<file path="src/rtl/snake_if.sv">
// Button inputs and game-state bus shared by the snake engine and its display side.
interface snake_if;
  logic         up;
  logic         down;
  logic         left;
  logic         right;
  logic [487:0] snake_data;

  modport master (input up, input down, input left, input right, output snake_data);
  modport slave  (output up, output down, output left, output right, input snake_data);
endinterface

</file>
<file path="src/rtl/snake_game_engine.sv">
// Snake 1 game-state engine: button sync, stage FSM, tick-driven movement with a
// segment walk for self-collision, apple/hearts bookkeeping and the packed display bus.
module snake_game_engine #(
  parameter int TICK_DIV    = 2_500_000,
  parameter int HEART_TICKS = 5,
  parameter int LEN_INIT    = 3,
  parameter int LEN_MAX     = 49
) (
  input logic     iVGA_CLK,
  input logic     iRST_n,
  snake_if.master bus
);

  localparam int CNT_W = $clog2(TICK_DIV);
  localparam int HB_W  = $clog2(HEART_TICKS + 1);
  localparam logic [CNT_W-1:0] TICK_LAST = CNT_W'(TICK_DIV - 1);
  localparam logic [HB_W-1:0]  HEART_TOP = HB_W'(HEART_TICKS);

  typedef enum logic [1:0] {ST_IDLE = 2'd0, ST_PLAY = 2'd2, ST_OVER = 2'd3} stage_e;
  typedef enum logic [1:0] {MV_WAIT = 2'd0, MV_WALK = 2'd1, MV_COMMIT = 2'd2} mv_e;

  // Direction codes double as movement headings: 00 up, 01 right, 10 down, 11 left.
  function automatic logic [10:0] step_pos(input logic [10:0] pos, input logic [1:0] code);
    case (code)
      2'b00:   step_pos = pos - 11'd40;
      2'b01:   step_pos = pos + 11'd1;
      2'b10:   step_pos = pos + 11'd40;
      2'b11:   step_pos = pos - 11'd1;
      default: step_pos = pos;
    endcase
  endfunction

  function automatic logic [10:0] relocate(input logic [10:0] v);
    relocate = (v < 11'd1600) ? v : (v - 11'd1600);
  endfunction

  function automatic logic [99:0] init_entries();
    logic [99:0] e;
    e = 100'd0;
    for (int k = 0; k < 50; k++) begin
      e[2*k +: 2] = (k < LEN_INIT) ? 2'b11 : 2'b00;
    end
    return e;
  endfunction

  localparam logic [99:0] ENTRIES_INIT = init_entries();

  logic [3:0]       btn_meta_r, btn_sync_r;
  logic             any_prev_r;
  stage_e           stage_r, stage_nxt_s;
  mv_e              mv_r, mv_nxt_s;
  logic [CNT_W-1:0] tick_cnt_r;
  logic [HB_W-1:0]  heart_cnt_r;
  logic [15:0]      lfsr_r;
  logic [99:0]      entries_r;
  logic [10:0]      head_r, apple_r, next_head_r, cursor_r;
  logic [5:0]       row_r, col_r, next_row_r, next_col_r;
  logic [5:0]       len_r, limit_r, j_r;
  logic [6:0]       hearts_r;
  logic [1:0]       heading_r, last_dir_r, move_dir_r, req_dir_s;
  logic             eat_r, self_hit_r;
  logic             press_s, tick_s, wall_s, heart_wrap_s, hearts_empty_s;
  logic             init_s, start_s, commit_s;
  logic [10:0]      nhead_s;
  logic [5:0]       nrow_s, ncol_s, j_inc_s;

  assign press_s        = (|btn_sync_r) & ~any_prev_r;
  assign tick_s         = (stage_r == ST_PLAY) && (tick_cnt_r == TICK_LAST);
  assign heart_wrap_s   = (heart_cnt_r + HB_W'(1)) == HEART_TOP;
  assign hearts_empty_s = !eat_r && heart_wrap_s && (hearts_r == 7'd1);
  assign j_inc_s        = j_r + 6'd1;

  // Requested heading from the synchronized buttons, up > down > left > right.
  always_comb begin
    req_dir_s = 2'b01;
    if (btn_sync_r[3]) begin
      req_dir_s = 2'b00;
    end else if (btn_sync_r[2]) begin
      req_dir_s = 2'b10;
    end else if (btn_sync_r[1]) begin
      req_dir_s = 2'b11;
    end else begin
      req_dir_s = 2'b01;
    end
  end

  // Next head position and wall test for the current heading.
  always_comb begin
    nhead_s = head_r;
    nrow_s  = row_r;
    ncol_s  = col_r;
    wall_s  = 1'b0;
    case (heading_r)
      2'b00:   begin wall_s = (row_r == 6'd0);  nrow_s = row_r - 6'd1; end
      2'b01:   begin wall_s = (col_r == 6'd39); ncol_s = col_r + 6'd1; end
      2'b10:   begin wall_s = (row_r == 6'd39); nrow_s = row_r + 6'd1; end
      2'b11:   begin wall_s = (col_r == 6'd0);  ncol_s = col_r - 6'd1; end
      default: wall_s = 1'b0;
    endcase
    nhead_s = step_pos(head_r, heading_r);
  end

  // Stage and movement next-state logic with control strobes.
  always_comb begin
    stage_nxt_s = stage_r;
    mv_nxt_s    = mv_r;
    init_s      = 1'b0;
    start_s     = 1'b0;
    commit_s    = 1'b0;
    case (stage_r)
      ST_IDLE: begin
        mv_nxt_s = MV_WAIT;
        if (press_s) begin
          stage_nxt_s = ST_PLAY;
          init_s      = 1'b1;
        end else begin
          stage_nxt_s = ST_IDLE;
        end
      end
      ST_PLAY: begin
        case (mv_r)
          MV_WAIT: begin
            if (tick_s && wall_s) begin
              stage_nxt_s = ST_OVER;
            end else if (tick_s) begin
              mv_nxt_s = MV_WALK;
              start_s  = 1'b1;
            end else begin
              mv_nxt_s = MV_WAIT;
            end
          end
          MV_WALK: begin
            if (j_inc_s == limit_r) begin
              mv_nxt_s = MV_COMMIT;
            end else begin
              mv_nxt_s = MV_WALK;
            end
          end
          MV_COMMIT: begin
            mv_nxt_s = MV_WAIT;
            if (self_hit_r) begin
              stage_nxt_s = ST_OVER;
            end else begin
              commit_s    = 1'b1;
              stage_nxt_s = hearts_empty_s ? ST_OVER : ST_PLAY;
            end
          end
          default: mv_nxt_s = MV_WAIT;
        endcase
      end
      ST_OVER: begin
        mv_nxt_s = MV_WAIT;
        if (press_s) begin
          stage_nxt_s = ST_IDLE;
        end else begin
          stage_nxt_s = ST_OVER;
        end
      end
      default: begin
        stage_nxt_s = ST_IDLE;
        mv_nxt_s    = MV_WAIT;
      end
    endcase
  end

  // Button synchronizer, press edge history and LFSR.
  always_ff @(posedge iVGA_CLK or negedge iRST_n) begin
    if (!iRST_n) begin
      btn_meta_r <= 4'd0;
      btn_sync_r <= 4'd0;
      any_prev_r <= 1'b0;
      lfsr_r     <= 16'hACE1;
    end else begin
      btn_meta_r <= {bus.up, bus.down, bus.left, bus.right};
      btn_sync_r <= btn_meta_r;
      any_prev_r <= |btn_sync_r;
      lfsr_r     <= {lfsr_r[0] ^ lfsr_r[2] ^ lfsr_r[3] ^ lfsr_r[5], lfsr_r[15:1]};
    end
  end

  // State registers and the movement tick / heart counters.
  always_ff @(posedge iVGA_CLK or negedge iRST_n) begin
    if (!iRST_n) begin
      stage_r     <= ST_IDLE;
      mv_r        <= MV_WAIT;
      tick_cnt_r  <= '0;
      heart_cnt_r <= '0;
    end else begin
      stage_r <= stage_nxt_s;
      mv_r    <= mv_nxt_s;
      if (init_s) begin
        tick_cnt_r  <= '0;
        heart_cnt_r <= '0;
      end else begin
        if (stage_r == ST_PLAY) begin
          tick_cnt_r <= tick_s ? '0 : tick_cnt_r + CNT_W'(1);
        end
        if (commit_s && !eat_r) begin
          heart_cnt_r <= heart_wrap_s ? '0 : heart_cnt_r + HB_W'(1);
        end
      end
    end
  end

  // Heading latch; a reversal of the last committed move is refused.
  always_ff @(posedge iVGA_CLK or negedge iRST_n) begin
    if (!iRST_n) begin
      heading_r <= 2'b01;
    end else if (init_s) begin
      heading_r <= 2'b01;
    end else if ((stage_r == ST_PLAY) && (|btn_sync_r) && (req_dir_s != (last_dir_r ^ 2'b10))) begin
      heading_r <= req_dir_s;
    end
  end

  // Body walk: compare every visited segment against the pending head.
  always_ff @(posedge iVGA_CLK or negedge iRST_n) begin
    if (!iRST_n) begin
      next_head_r <= 11'd0;
      next_row_r  <= 6'd0;
      next_col_r  <= 6'd0;
      move_dir_r  <= 2'b01;
      eat_r       <= 1'b0;
      limit_r     <= 6'd0;
      cursor_r    <= 11'd0;
      j_r         <= 6'd0;
      self_hit_r  <= 1'b0;
    end else if (start_s) begin
      next_head_r <= nhead_s;
      next_row_r  <= nrow_s;
      next_col_r  <= ncol_s;
      move_dir_r  <= heading_r;
      eat_r       <= (nhead_s == apple_r);
      limit_r     <= len_r + {5'd0, (nhead_s == apple_r)};
      cursor_r    <= head_r;
      j_r         <= 6'd0;
      self_hit_r  <= 1'b0;
    end else if ((stage_r == ST_PLAY) && (mv_r == MV_WALK)) begin
      if (cursor_r == next_head_r) begin
        self_hit_r <= 1'b1;
      end
      cursor_r <= step_pos(cursor_r, entries_r[{j_r, 1'b0} +: 2]);
      j_r      <= j_inc_s;
    end
  end

  // Game state published on the bus; it only changes on init or a clean commit.
  always_ff @(posedge iVGA_CLK or negedge iRST_n) begin
    if (!iRST_n) begin
      entries_r  <= 100'd0;
      head_r     <= 11'd0;
      row_r      <= 6'd0;
      col_r      <= 6'd0;
      len_r      <= 6'd0;
      apple_r    <= 11'd425;
      hearts_r   <= 7'd0;
      last_dir_r <= 2'b01;
    end else if (init_s) begin
      entries_r  <= ENTRIES_INIT;
      head_r     <= 11'd810;
      row_r      <= 6'd20;
      col_r      <= 6'd10;
      len_r      <= 6'(LEN_INIT);
      apple_r    <= 11'd425;
      hearts_r   <= 7'd100;
      last_dir_r <= 2'b01;
    end else if (commit_s) begin
      head_r     <= next_head_r;
      row_r      <= next_row_r;
      col_r      <= next_col_r;
      entries_r  <= {entries_r[97:0], move_dir_r ^ 2'b10};
      last_dir_r <= move_dir_r;
      if (eat_r) begin
        len_r    <= (len_r == 6'(LEN_MAX)) ? len_r : len_r + 6'd1;
        hearts_r <= 7'd100;
        apple_r  <= relocate(lfsr_r[10:0]);
      end else if (heart_wrap_s) begin
        hearts_r <= hearts_r - 7'd1;
      end
    end
  end

  assign bus.snake_data = {
    {25'd0, hearts_r}, {21'd0, apple_r}, 32'd50, 32'd0, {30'd0, stage_r},
    32'd0, {26'd0, len_r}, 32'd0, {21'd0, head_r}, 100'd0, entries_r
  };

endmodule

</file>
<file path="src/flat_wrapper.sv">
// flat-port wrapper written by rule: the top's interface ports become plain ports
module snake_game_engine_flat 
#(
  parameter int TICK_DIV    = 2_500_000,
  parameter int HEART_TICKS = 5,
  parameter int LEN_INIT    = 3,
  parameter int LEN_MAX     = 49
)
  (iVGA_CLK, iRST_n, bus_up, bus_down, bus_left, bus_right, bus_snake_data);
  snake_if bus_i ();
  input logic iVGA_CLK;
  input logic iRST_n;
  input wire logic [$bits(bus_i.up)-1:0] bus_up;
  input wire logic [$bits(bus_i.down)-1:0] bus_down;
  input wire logic [$bits(bus_i.left)-1:0] bus_left;
  input wire logic [$bits(bus_i.right)-1:0] bus_right;
  output wire logic [$bits(bus_i.snake_data)-1:0] bus_snake_data;
  assign bus_i.up = bus_up;
  assign bus_i.down = bus_down;
  assign bus_i.left = bus_left;
  assign bus_i.right = bus_right;
  assign bus_snake_data = bus_i.snake_data;
  snake_game_engine #(.TICK_DIV(TICK_DIV), .HEART_TICKS(HEART_TICKS), .LEN_INIT(LEN_INIT), .LEN_MAX(LEN_MAX)) u_core (.iVGA_CLK(iVGA_CLK), .iRST_n(iRST_n), .bus(bus_i));
endmodule
</file>
<file path="config.mk">
export PLATFORM = sky130hd
export DESIGN_NAME = snake_game_engine_flat
export DESIGN_NICKNAME = d
export VERILOG_FILES = /design/src/rtl/snake_if.sv /design/src/rtl/snake_game_engine.sv /design/src/flat_wrapper.sv
export SDC_FILE = /design/constraint.sdc
export NUM_CORES = 1
export LEC_CHECK = 0
export CAP_MARGIN = 20
export CORE_UTILIZATION = 45
export CTS_BUF_LIST = sky130_fd_sc_hd__clkbuf_8
export DETAILED_ROUTE_END_ITERATION = 6
export GPL_TIMING_DRIVEN = 0
export PLACE_DENSITY = 0.88
export SLEW_MARGIN = 25
export SYNTH_ARGS = -nofsm -noshare
export SYNTH_HDL_FRONTEND = slang
export SYNTH_SLANG_ARGS = --single-unit
</file>
<file path="constraint.sdc">
create_clock -name iVGA_CLK -period 5.5 [get_ports iVGA_CLK]
set_clock_uncertainty 0.1 [all_clocks]
set_input_delay 1.1 -clock iVGA_CLK [delete_from_list [all_inputs] [get_ports iVGA_CLK]]
set_output_delay 1.1 -clock iVGA_CLK [all_outputs]
set_load 0.05 [all_outputs]
</file>
==> flow_metrics.env <==
export IMPL_status="completed"
export IMPL_finalCritPeriodShare=0.960
export IMPL_async_flop_share=1.00
export IMPL_synth_cell_types=79
export IMPL_synth_fa_ha_area_frac=0.0375
export IMPL_max_cap_violations=0
export IMPL_start_kind="flip-flop"
export IMPL_ant_nets=0
export IMPL_synth_area_mm2=0.0168
export IMPL_regToRegSetupSlack_ps=220
export IMPL_irDropWorstVdd_mv=0.145
export IMPL_clkTransAtPathRegs_ps=60
export IMPL_min_period_ps=5280
export IMPL_numPortBuffers=142
export IMPL_netlist_top_cells_count="nand2_1, buf_4, dfrtp_1"
export IMPL_num_rows=70
export IMPL_cts_sinks=255
export IMPL_ios=494
export IMPL_arrival_ps=5610
export IMPL_die_w_um=195
export IMPL_grt_pass1_vias=14100
export IMPL_hp_class="reg -> reg"
export IMPL_design_core_area_mm2=0.0367
export IMPL_crit_chain="clkbuf_1 -> clkbuf_2 -> clkbuf_2 -> mux4_2 -> a22oi_1 -> nand2_1 -> a211oi_2 -> nand2b_2 -> inv_1 -> ha_1 -> nor2b_1 -> o21a_1 -> or4_1 -> a31oi_1 -> mux2i_1 -> xnor2_1 -> mux2i_1 -> nand3_1"
export IMPL_path_delay_family="buffers and inverters"
export IMPL_drc=0
export IMPL_hpwl_mm=35.4
export IMPL_grt_usage=0.241
export IMPL_final_nets=2526
export IMPL_synth_area_leaders="dfrtp_1, buf_4, nand2_1"
export IMPL_synth_edff_count=0
export IMPL_via_count=15100
export IMPL_fin_setup_tns_ps=0
export IMPL_synth_mux_area_frac=0.0438
export IMPL_postSynthCellCount=1928
export IMPL_path_class="reg -> reg"
export IMPL_rsz0062_at_grt="false"
export IMPL_report_final_setup_viol=0
export IMPL_grt_pass1_wl_mm=73.9
export IMPL_synth_compound_area_share=0.102
export IMPL_worst_pin_slew_ps=1020
export IMPL_viasPerCell=5.07
export IMPL_cts_buffer_depth=3
export IMPL_crit_required_ps=5830
export IMPL_start_util=0.458
export IMPL_routed_wirelength_mm=47.6
export IMPL_numCtsBuffers=43
export IMPL_firstDrtPassIters=5
export IMPL_synth_most_common_cell="nand2_1"
export IMPL_synth_simple_area_share=0.196
export IMPL_power_leakage_uw=0.0108
export IMPL_insertion_delay_ps=580
export IMPL_seq_area_frac_synth=0.381
export IMPL_endpoint_kind="flip-flop"
export IMPL_gp_congestion=0.926
export IMPL_h_tree_depth=2
export IMPL_antenna_found_initial=0
export IMPL_syn2layout_area_growth_pct=26.1
export IMPL_crit_path_top_delay_cell="clkbuf_1"
export IMPL_fmax_mhz=189
export IMPL_drive_gt1_frac=0.200
export IMPL_final_util=0.577
export IMPL_synth_top_family_by_area="simple AND/OR/NAND/NOR gates"
export IMPL_grt_overflow=0
export IMPL_cts_tree="done"
export IMPL_drtIter0Drc=1199
export IMPL_slowest_delay_ps=420
export IMPL_n_antenna_cell=0
export IMPL_root_buffer="clkbuf_8"
export IMPL_die_h_um=195
export IMPL_synth_xor_area_frac=0.0519
export IMPL_wl_per_cell_um=16.0
export IMPL_finalHoldViolations=0
export IMPL_synth_warnings=0
export IMPL_holdWs_ps=250
export IMPL_grt_max_degree=99
export IMPL_synth_ff_type="dfrtp_1"
export IMPL_nFillCells=3159
export IMPL_netlist_area_leader_share=0.356
export IMPL_yosysTopAreaCell="dfrtp_1"
export IMPL_synth_seq_cells=255
export IMPL_dieArea_mm2=0.0381
export IMPL_cp_max_fo=10
export IMPL_slew_viol_final=0
export IMPL_holdBufCountCts=0
export IMPL_power_density_mw_per_mm2=229
export IMPL_syn_avg_cell_area_um2=8.72
export IMPL_cp_num_buf_inv=4
export IMPL_max_slew_margin=0.311
## cell usage in the layout (no fill, tap or decap), types with 8 or more instances in the layout
master and count:
and3_1 19, nor2_1 79, nor2b_1 15, clkbuf_1 79, a22o_1 9, clkbuf_8 53
inv_1 41, buf_2 8, a21oi_1 59, nor3_1 18, nand2_1 364, conb_1 351
nand2b_1 13, a21o_1 13, dfrtp_1 239, clkdlybuf4s50_1 141, buf_4 358, xnor2_1 47
ha_1 43, nand4_1 15, nor4_1 9, o211ai_1 9, mux4_2 20, dfstp_2 16
xor2_1 50, mux2i_1 24, o21ai_0 104, nand3_1 140, o31ai_1 10
## power by group
group	internal (uW)	switching, uW
clock	972	808
sequential	1910	41.9
combinational	313	808
total	3200	1660
## logic make-up (layout without fill, tap and decap cells)
logic type                 Yosys count  count (layout)
AOI/OAI and AO/OA                  273             273
muxes                               48              48
adders and majority gates           48              48
buffers and inverters              481             709
DFF                                255             255
xor gates and xnor gates            98              98
and+or+nand+nor                    723             723
other                                2             351
## per-stage QoR
step,setup slack [ps],cell area [um^2],instances,power [uW]
floorplan,821,18100,2277,2940
global placement,-7280,20100,2887,3050
detailed placement,-332,20200,2891,3070
CTS,21.1,21100,2968,4830
global route,46.5,21200,2973,5020
finish,220,21200,2973,4850
## layer usage
| layer | routed length [um] | vias up | part of all wire | track usage |
|---|---|---|---|---|
| met5 | 0 | - | 0 | 0 |
| met4 | 2170 | 0 | 0.045 | 0.124 |
| met3 | 4950 | 169 | 0.10 | 0.0532 |
| met2 | 22700 | 955 | 0.48 | 0.392 |
| met1 | 17800 | 7031 | 0.37 | 0.300 |
| li1 | - | 6923 | - | - |
## final cells by class
type	instances	area [um^2]	share of cell area
buffer	450	3050	0.144
clock buffer	53	729	0.0344
clock inverter	25	173	0.00815
inverter	30	119	0.00561
multi-input combinational	1541	8600	0.406
sequential	255	6400	0.302
tap	468	586	0.0276
timing repair buffer	151	1530	0.0723
## worst paths after layout
check,from,end,depth (start not counted)
min,u_core.lfsr_r[12]$_DFF_PN0_,u_core.lfsr_r[11]$_DFF_PN1_,0
max in group asynchronous,iRST_n,u_core.move_dir_r[0]$_DFFE_PN1P_,3
min reg2reg,u_core.lfsr_r[12]$_DFF_PN0_,u_core.lfsr_r[11]$_DFF_PN1_,0
min in group asynchronous,iRST_n,u_core.entries_r[41]$_DFFE_PN0P_,1
max,u_core.j_r[1]$_DFFE_PN0P_,u_core.cursor_r[10]$_DFFE_PN0P_,18
max reg2reg,u_core.j_r[1]$_DFFE_PN0P_,u_core.cursor_r[10]$_DFFE_PN0P_,18
## flip-flops by register name, summed over array words and instances, names as in the netlist, 2 cells and up, named ones only
register            count
u_core.btn_meta_r       4
u_core.cursor_r        11
u_core.len_r            6
u_core.move_dir_r       2
u_core.head_r          11
u_core.hearts_r         7
u_core.entries_r      100
u_core.mv_r             2
u_core.col_r            6
u_core.next_head_r     11
u_core.lfsr_r          16
u_core.row_r            6
u_core.apple_r         11
u_core.next_col_r       6
u_core.btn_sync_r       4
u_core.last_dir_r       2
u_core.tick_cnt_r      22
u_core.heart_cnt_r      3
u_core.limit_r          6
u_core.next_row_r       6
u_core.j_r              6
u_core.heading_r        2
## what timing repair did
| item | 4_1_cts | 5_1_grt |
|---|---|---|
| cloned | 0 | 0 |
| endpoints found under the setup margin | 7 | 7 |
| gates resized for setup | 5 | 9 |
| setup buffers | 0 | 5 |
| pin swaps | 0 | 1 |
(Power assumes the default switching activity.)
